<file path="src/rtl/mastermind_pkg.sv">
// Shared types and helpers for the Mastermind scorer: code packing, peg access and FSM states.
package mastermind_pkg;
  localparam int NUM_PEGS = 4;
  localparam int COLOR_W  = 3;

  typedef logic [COLOR_W-1:0]          peg_t;
  typedef logic [NUM_PEGS*COLOR_W-1:0] code_t;

  // Display code for a blank digit
  localparam logic [2:0] COUNT_OFF = 3'b111;

  typedef enum logic [1:0] {IDLE, EXACT, COLOR} scorer_state_t;

  function automatic peg_t peg_at(input code_t c, input logic [1:0] p);
    case (p)
      2'd0:    return c[2:0];
      2'd1:    return c[5:3];
      2'd2:    return c[8:6];
      default: return c[11:9];
    endcase
  endfunction

  function automatic logic [2:0] min3(input logic [2:0] a, input logic [2:0] b);
    return (a < b) ? a : b;
  endfunction
endpackage

</file>
<file path="src/rtl/mastermind_scorer_if.sv">
// Controller <-> scorer bus. The optional win flag exists only when SCORER_WIN_EN is defined.
interface mastermind_scorer_if;
  import mastermind_pkg::*;

  logic       start;
  code_t      secret;
  code_t      guess;
  logic [2:0] exactCount;
  logic [2:0] colorCount;
  logic       busy;
  logic       done;
`ifdef SCORER_WIN_EN
  logic       win;

  modport master (output start, secret, guess,
                  input  exactCount, colorCount, busy, done, win);
  modport slave  (input  start, secret, guess,
                  output exactCount, colorCount, busy, done, win);
`else
  modport master (output start, secret, guess,
                  input  exactCount, colorCount, busy, done);
  modport slave  (input  start, secret, guess,
                  output exactCount, colorCount, busy, done);
`endif
endinterface

</file>
<file path="src/rtl/mastermind_scorer_peg_color_counter.sv">
// Combinational count of unmasked pegs in a code that carry a given colour.
module peg_color_counter
  import mastermind_pkg::*;
(
  input  code_t               i_code,
  input  logic [NUM_PEGS-1:0] i_mask,
  input  peg_t                i_color,
  output logic [2:0]          o_count
);
  always_comb begin
    o_count = '0;
    for (int p = 0; p < NUM_PEGS; p++)
      if (!i_mask[p] && (i_code[p*COLOR_W +: COLOR_W] == i_color))
        o_count = o_count + 3'd1;
  end
endmodule

</file>
<file path="src/rtl/mastermind_scorer.sv">
// Multi-cycle Mastermind scorer: one peg per cycle for exact hits, then one colour per cycle.
// Optional feature macro: SCORER_WIN_EN adds a sticky win flag on the bus.
module mastermind_scorer
  import mastermind_pkg::*;
#(
  parameter int NUM_COLORS = 6
) (
  input  logic                clk,
  input  logic                Reset,
  mastermind_scorer_if.slave  bus
);
  scorer_state_t       r_state, w_next;
  code_t               r_secret, r_guess;
  logic [NUM_PEGS-1:0] r_smask, r_gmask;
  logic [1:0]          r_pos;
  peg_t                r_col;
  logic [2:0]          r_eacc, r_cacc;
  logic [2:0]          r_exact, r_color;
  logic                r_done;
  logic [2:0]          w_s_cnt, w_g_cnt, w_min;
  logic                w_peg_eq, w_last_col;

  assign w_peg_eq   = (peg_at(r_secret, r_pos) == peg_at(r_guess, r_pos));
  assign w_last_col = (r_col == peg_t'(NUM_COLORS - 1));
  assign w_min      = min3(w_s_cnt, w_g_cnt);

  peg_color_counter u_sec_cnt (.i_code(r_secret), .i_mask(r_smask), .i_color(r_col), .o_count(w_s_cnt));
  peg_color_counter u_gss_cnt (.i_code(r_guess),  .i_mask(r_gmask), .i_color(r_col), .o_count(w_g_cnt));

  always_ff @(posedge clk) begin
    if (Reset) r_state <= IDLE;
    else       r_state <= w_next;
  end

  always_comb begin
    w_next = r_state;
    case (r_state)
      IDLE:    if (bus.start) w_next = EXACT;
      EXACT:   if (r_pos == 2'd3) w_next = COLOR;
      COLOR:   if (w_last_col) w_next = IDLE;
      default: w_next = IDLE;
    endcase
  end

  always_ff @(posedge clk) begin
    if (Reset) begin
      r_secret <= '0;
      r_guess  <= '0;
      r_smask  <= '0;
      r_gmask  <= '0;
      r_pos    <= '0;
      r_col    <= '0;
      r_eacc   <= '0;
      r_cacc   <= '0;
      r_exact  <= COUNT_OFF;
      r_color  <= COUNT_OFF;
      r_done   <= 1'b0;
    end else begin
      r_done <= 1'b0;
      case (r_state)
        IDLE: if (bus.start) begin
          r_secret <= bus.secret;
          r_guess  <= bus.guess;
          r_smask  <= '0;
          r_gmask  <= '0;
          r_pos    <= '0;
          r_col    <= '0;
          r_eacc   <= '0;
          r_cacc   <= '0;
        end
        EXACT: begin
          // Matched pegs are masked so the colour pass cannot count them twice
          if (w_peg_eq) begin
            r_eacc         <= r_eacc + 3'd1;
            r_smask[r_pos] <= 1'b1;
            r_gmask[r_pos] <= 1'b1;
          end
          r_pos <= r_pos + 2'd1;
          if (r_pos == 2'd3) r_col <= '0;
        end
        COLOR: begin
          r_cacc <= r_cacc + w_min;
          r_col  <= r_col + 3'd1;
          if (w_last_col) begin
            r_exact <= r_eacc;
            r_color <= r_cacc + w_min;
            r_done  <= 1'b1;
          end
        end
        default: ;
      endcase
    end
  end

  assign bus.exactCount = r_exact;
  assign bus.colorCount = r_color;
  assign bus.busy       = (r_state != IDLE);
  assign bus.done       = r_done;

`ifdef SCORER_WIN_EN
  logic r_win;
  always_ff @(posedge clk) begin
    if (Reset)                                   r_win <= 1'b0;
    else if (r_state == IDLE && bus.start)       r_win <= 1'b0;
    else if (r_state == COLOR && w_last_col)     r_win <= (r_eacc == 3'd4);
  end
  assign bus.win = r_win;
`endif
endmodule
</file>
<file path="src/flat_wrapper.sv">
// flat-port wrapper written by rule: the top's interface ports become plain ports
module mastermind_scorer_flat import mastermind_pkg::*;
#(
  parameter int NUM_COLORS = 6
)
  (clk, Reset, bus_start, bus_secret, bus_guess, bus_exactCount, bus_colorCount, bus_busy, bus_done);
  mastermind_scorer_if bus_i ();
  input  logic clk;
  input  logic Reset;
  input wire logic [$bits(bus_i.start)-1:0] bus_start;
  input wire logic [$bits(bus_i.secret)-1:0] bus_secret;
  input wire logic [$bits(bus_i.guess)-1:0] bus_guess;
  output wire logic [$bits(bus_i.exactCount)-1:0] bus_exactCount;
  output wire logic [$bits(bus_i.colorCount)-1:0] bus_colorCount;
  output wire logic [$bits(bus_i.busy)-1:0] bus_busy;
  output wire logic [$bits(bus_i.done)-1:0] bus_done;
  assign bus_i.start = bus_start;
  assign bus_i.secret = bus_secret;
  assign bus_i.guess = bus_guess;
  assign bus_exactCount = bus_i.exactCount;
  assign bus_colorCount = bus_i.colorCount;
  assign bus_busy = bus_i.busy;
  assign bus_done = bus_i.done;
  mastermind_scorer #(.NUM_COLORS(NUM_COLORS)) u_core (.clk(clk), .Reset(Reset), .bus(bus_i));
endmodule
</file>
<file path="config.mk">
export PLATFORM = sky130hd
export DESIGN_NAME = mastermind_scorer_flat
export DESIGN_NICKNAME = d
export VERILOG_FILES = /design/src/rtl/mastermind_pkg.sv /design/src/rtl/mastermind_scorer_if.sv /design/src/rtl/mastermind_scorer_peg_color_counter.sv /design/src/rtl/mastermind_scorer.sv /design/src/flat_wrapper.sv
export SDC_FILE = /design/constraint.sdc
export NUM_CORES = 1
export LEC_CHECK = 0
export ABC_AREA = 1
export CAP_MARGIN = 20
export CORE_AREA = 4 4 107 109
export DETAILED_ROUTE_END_ITERATION = 12
export DIE_AREA = 0 0 111 113
export DONT_BUFFER_PORTS = 1
export PLACE_DENSITY = 0.52
export SLEW_MARGIN = 0
export SYNTH_ARGS = -nofsm -noshare
export SYNTH_HDL_FRONTEND = slang
export SYNTH_HIERARCHICAL = 1
export SYNTH_SLANG_ARGS = --single-unit
</file>
<file path="constraint.sdc">
create_clock -name clk -period 10.5 [get_ports clk]
set_input_delay 3.15 -clock clk [delete_from_list [all_inputs] [get_ports clk]]
set_output_delay 3.15 -clock clk [all_outputs]
set_load 0.01 [all_outputs]
</file>
==> impl_metrics.yaml, run 1 <==
outcome:
  status: "finished clean"
layout:
  multi_input_area_um2: 1920
  fin_util: 0.330
  antenna_cells: 0
  area_growth_pct: 5.31
  drive_gt1_frac: 0.0974
  mostFrequentLayoutCells: "109 x nand2_1, 100 x nor2_1, 59 x inv_1, 52 x dfxtp_1"
  finalNetCount: 548
  layout_commonest_cell: "nand2_1"
  n_fill_cell: 1161
  seqCellArea_um2: 1040
job:
  maxCapViolations: 0
cts:
  cts.clk_slew.worst_paths_ps: 100
  cts_buffers: 5
  postCtsHoldBufs: 0
  cts_tree: "done"
  cts.sinks: 52
  clockBufferDepth: 2
  insertion_delay_ps: 320
  htree_levels: 2
  clockRootBuffer: "clkbuf_8"
  post_cts_resized: 0
  cts_setup_buffers: 0
synthesis:
  synth_area_um2: 3320
  synthTopCellsByArea: "dfxtp_1 31%, nand2_1 12%, nor2_1 11%"
  synth_top_area_share: 0.313
  ys_types: 30
  synth_edf_count: 0
  yosys.area.top_type: "dfxtp_1"
  ys_seq_elements: 52
  synth_seq_area_share: 0.313
  synth_warnings: 6
  syn_nets: 557
  syn_area_per_cell_um2: 6.49
  async_flop_share: 0
  synthCells: 512
  synth_ff_type: "dfxtp_1"
route:
  drtAntennaViolNets: 0
  detail_route.vias_per_cell: 4.57
  firstDrtPassIters: 6
  num_vias: 2937
  drt_iter0_drc: 154
  routedWlPerCell_um: 12.2
  wl_um: 7850
  drc_errors: 0
placement:
  portBuffers: 0
  gp_congestion: 0.792
  hpwl_um: 5920
timing:
  rsz0062_at_grt: "false"
  slew_violations: 0
  fin_skew_ps: 9.14
  finalCritPeriodShare: 0.448
  setup_viol: 0
  hold_ws_ps: 482
  max-slew-margin-rel: 0.501
  tightest_slew_ps: 744
  period_needed_ps: 4710
  setup-tns-final_ps: 0
  max_freq_mhz: 213
  hold_violations: 0
setup_path:
  crit_chain: "nand2_1 > buf_4 > clkinv_1 > nor2_1 > nand2_1 > a21oi_1"
  cp.arrival_ps: 4960
  slowest_stage: "clkinv_1"
  worst_path_largest_cell_delay_ps: 730
  critical_path.max_fanout: 49
  path_buf_inv: 2
  cp-start-kind: "input port"
  required_ps: 10750
  cpMostUsedCell: "nand2_1"
  crit_type: "input port to flip-flop"
  cp-end-kind: "flip-flop"
  path_delay_family: "buffers and inverters"
pwr:
  power_density_nw_per_um2: 148
  peakVddDrop_mv: 0.0454
  power.leakage_nw: 1.64
global_route:
  top_usage_layer: "met2"
  grt_use_met1: 0.169
  met3_usage: 0.0332
  met2_usage: 0.214
  grt_max_degree: 50
  grt_pass1_wl_um: 13300
  antenna_found_initial: 1
  track_usage: 0.129
  grt_overflow: 0
  grt_pass1_vias: 2761
floorplan:
  die-area_um2: 12500
  io_pins: 35
  start_util: 0.313
  num_rows: 38
  die_h_um: 113
  die_w_um: 111
  core_region_area_um2: 10600
hold_path:
  worstHoldPathType: "flip-flop to flip-flop"
where the power goes:
group | leakage (nW) | total [mW] | internal [mW] | switching (mW)
Combinational | 1.18 | 0.178 | 0.0675 | 0.111
Sequential | 0.427 | 0.224 | 0.212 | 0.0125
Clock | 0.0400 | 0.114 | 0.0453 | 0.0689
routing by layer:
metal	up-vias	routed length, um
li1	1574	-
met1	1312	3850
met2	42	3520
met3	7	386
met4	2	79
met5	-	13
tightest hold or removal path, delay by kind of cell (launching register included):
family / cells / cell delay (ps)
DFF: 1 / 330
AOI/OAI and AO/OA: 1 / 60
and+or+nand+nor: 1 / 60
registers in the layout, indices dropped and copies added (netlist names):
register / flops
u_core/r_eacc: 3
u_core/r_pos: 2
u_core/r_gmask: 4
u_core/r_guess: 12
u_core/r_col: 3
u_core/bus.colorCount: 3
u_core/r_smask: 4
u_core/r_cacc: 3
u_core/bus.done: 1
u_core/bus.exactCount: 3
u_core/r_secret: 12
u_core/r_state: 2
path summary, 6_finish.rpt:
path                                                     from                             to  slack [ps]  cells past startpoint
worst max-delay path                                bus_start  u_core/r_cacc[2]$_SDFFE_PP0P_        5790                      6
worst min register to register  u_core/r_cacc[0]$_SDFFE_PP0P_  u_core/r_cacc[0]$_SDFFE_PP0P_         480                      2
worst max register to register   u_core/r_col[2]$_SDFFE_PP0P_  u_core/r_cacc[2]$_SDFFE_PP0P_        6170                     23
worst min-delay path            u_core/r_cacc[0]$_SDFFE_PP0P_  u_core/r_cacc[0]$_SDFFE_PP0P_         480                      2
kinds of logic after synthesis:
logic type,after synthesis,share of synthesized area
DFF,52,0.313
buffers and inverters,84,0.109
AOI/OAI and AO/OA,76,0.121
adders and majority gates,18,0.0701
xor gates and xnor gates,9,0.0237
and+or+nand+nor,273,0.363
stage by stage:
step           setup WS [ps]  total power, mW  std cells  area (um^2)
3_3_place_gp            5530            0.402        635         3390
5_1_grt                 5540            0.563        643         3500
4_1_cts                 5800            0.524        642         3470
2_1_floorplan           6580            0.374        512         3320
6_report                5790            0.517        643         3500
3_5_place_dp            5470            0.408        635         3390
cells in the mapped netlist, types with 2 or more instances:
library cell,count
a21oi_1,34
and2_1,2
buf_2,2
buf_4,2
buf_6,5
clkbuf_1,9
clkinv_1,2
dfxtp_1,52
ha_1,17
inv_1,59
inv_2,5
nand2_1,109
nand2_2,16
nand3_1,24
nand4_1,2
nor2_1,100
nor2_2,3
nor2_4,4
nor4_2,4
o211ai_1,4
o21ai_0,34
o21bai_1,3
or2_2,6
xnor2_1,3
xor2_1,6
final cells by class:
class,instances,share of cell area
clock buffers,5,0.0197
clock inverters,2,0.00358
inverters,66,0.0708
multi-input cells,376,0.548
flip-flops and latches,52,0.298
well taps,140,0.0501
repair buffers,2,0.0100
Note: power is estimated with default switching activity, not from simulation.
==> run 2, diff against run 1 <==
clock period = 4.5 ns   (was 10.5 ns; I/O delays follow)
==> impl_metrics.yaml, run 2 (synthesis gave the netlist of run 1 again) <==
global_route:
  track_usage: 0.131
  grt_pass1_vias: 2842
  grt_max_degree: 50
  grt_overflow: 0
  grt_pass1_wl_um: 13600
  antenna_found_initial: 0
placement:
  placed_area_um2: 3400
  portBuffers: 0
  hpwl_um: 6030
  gp_congestion: 0.858
timing:
  hold_ws_ps: 469
  setup_viol: 0
  tightest_slew_ps: 775
  hold_violations: 0
  max_freq_mhz: 244
  slew_violations: 0
  period_needed_ps: 4100
  setup-tns-final_ps: 0
  max-slew-margin-rel: 0.480
  fin_skew_ps: 10.9
  rsz0062_at_grt: "false"
  finalCritPeriodShare: 0.912
pwr:
  p_total_mw: 1.23
  power.leakage_nw: 1.66
  power_density_nw_per_um2: 350
  peakVddDrop_mv: 0.127
setup_path:
  cp-start-kind: "flip-flop"
  crit_type: "flip-flop to flip-flop"
  critical_path.max_fanout: 11
  cp-end-kind: "flip-flop"
  required_ps: 4740
  r2r_slack_ps: 400
  cp.arrival_ps: 4340
cts:
  htree_levels: 2
  cts_buffers: 5
  insertion_delay_ps: 310
  cts.clk_slew.worst_paths_ps: 100
  cts.sinks: 52
  postCtsHoldBufs: 0
  post_cts_resized: 0
  cts_tree: "done"
  clockBufferDepth: 2
  cts_setup_buffers: 0
  clockRootBuffer: "clkbuf_8"
layout:
  design_area_um2: 3530
  layout_commonest_cell: "nand2_1"
  reg.largest.list: "u_core/r_guess: 12 flops, u_core/r_secret: 12 flops"
  finalNetCount: 550
  antenna_cells: 0
  mostFrequentLayoutCells: "109 x nand2_1, 100 x nor2_1, 59 x inv_1, 52 x dfxtp_1"
  drive_gt1_frac: 0.103
  area_growth_pct: 6.22
floorplan:
  die-area_um2: 12500
  core_region_area_um2: 10600
  start_util: 0.313
  num_rows: 38
  die_w_um: 111
  die_h_um: 113
  io_pins: 35
route:
  drt_iter0_drc: 155
  num_vias: 2965
  wl_um: 7990
  drtAntennaViolNets: 0
  firstDrtPassIters: 4
  routedWlPerCell_um: 12.4
  detail_route.vias_per_cell: 4.59
  drc_errors: 0
outcome:
  status: "finished clean"
hold_path:
  worstHoldPathType: "flip-flop to flip-flop"
job:
  maxCapViolations: 0
==> run 2: changes by cell type in the layout (fill, tap and decap cells not counted) <==
cell	change
clkinvlp_4	-1
buf_4	+2
inv_6	+1
clkbuf_8	+1
==> run 2: critical path: stages (launching register included) <==
cell	delay [ps]
dfxtp_1	600
inv_2	100
or2_2	280
nand3_1	90
nor4_2	50
ha_1	330
nand3_1	120
nand2_1	110
inv_1	50
ha_1	170
nand3_1	100
nand2_1	60
nand2_1	90
inv_1	40
ha_1	280
a21oi_1	130
nand2_1	110
nor2_1	100
a21oi_1	50
ha_1	190
fa_1	380
xnor2_1	210
xnor2_1	170
nand2_1	70
a21oi_1	140
==> run 2: worst paths after layout <==
kind / from / endpoint / depth (start not counted)
max: u_core/r_col[1]$_SDFFE_PP0P_ / u_core/r_cacc[2]$_SDFFE_PP0P_ / 24
min reg2reg: u_core/r_cacc[0]$_SDFFE_PP0P_ / u_core/r_cacc[0]$_SDFFE_PP0P_ / 2
min: u_core/r_cacc[0]$_SDFFE_PP0P_ / u_core/r_cacc[0]$_SDFFE_PP0P_ / 2
max reg2reg: u_core/r_col[1]$_SDFFE_PP0P_ / u_core/r_cacc[2]$_SDFFE_PP0P_ / 24
==> run 2: layout make-up <==
class | count | area [um^2]
Fill cell | 1150 | 7080
Clock inverter | 2 | 13.8
Multi-Input combinational cell | 376 | 1920
Clock buffer | 6 | 82.6
Inverter | 66 | 248
Tap cell | 140 | 175
Timing Repair Buffer | 4 | 50.0
Sequential cell | 52 | 1040
==> run 2: per-layer routing <==
layer | track usage | part of all wire
met1 | 0.170 | 0.50
met2 | 0.227 | 0.46
met3 | 0.0257 | 0.031
met4 | 0.0304 | 0.010
met5 | 0 | 0
==> run 2: power by group <==
| group | switching (mW) | total [mW] | internal (mW) |
|---|---|---|---|
| registers | 0.0354 | 0.529 | 0.494 |
| clock network | 0.163 | 0.290 | 0.126 |
| logic | 0.256 | 0.414 | 0.158 |
==> run 2: per-stage QoR <==
step / util / setup WS (ps) / cells
2_1_floorplan: - / 823 / 512
3_3_place_gp: 0.321 / 574 / 637
3_5_place_dp: 0.321 / 389 / 637
4_1_cts: 0.330 / 362 / 645
5_1_grt: 0.333 / 12.9 / 646
6_report: 0.333 / 397 / 646
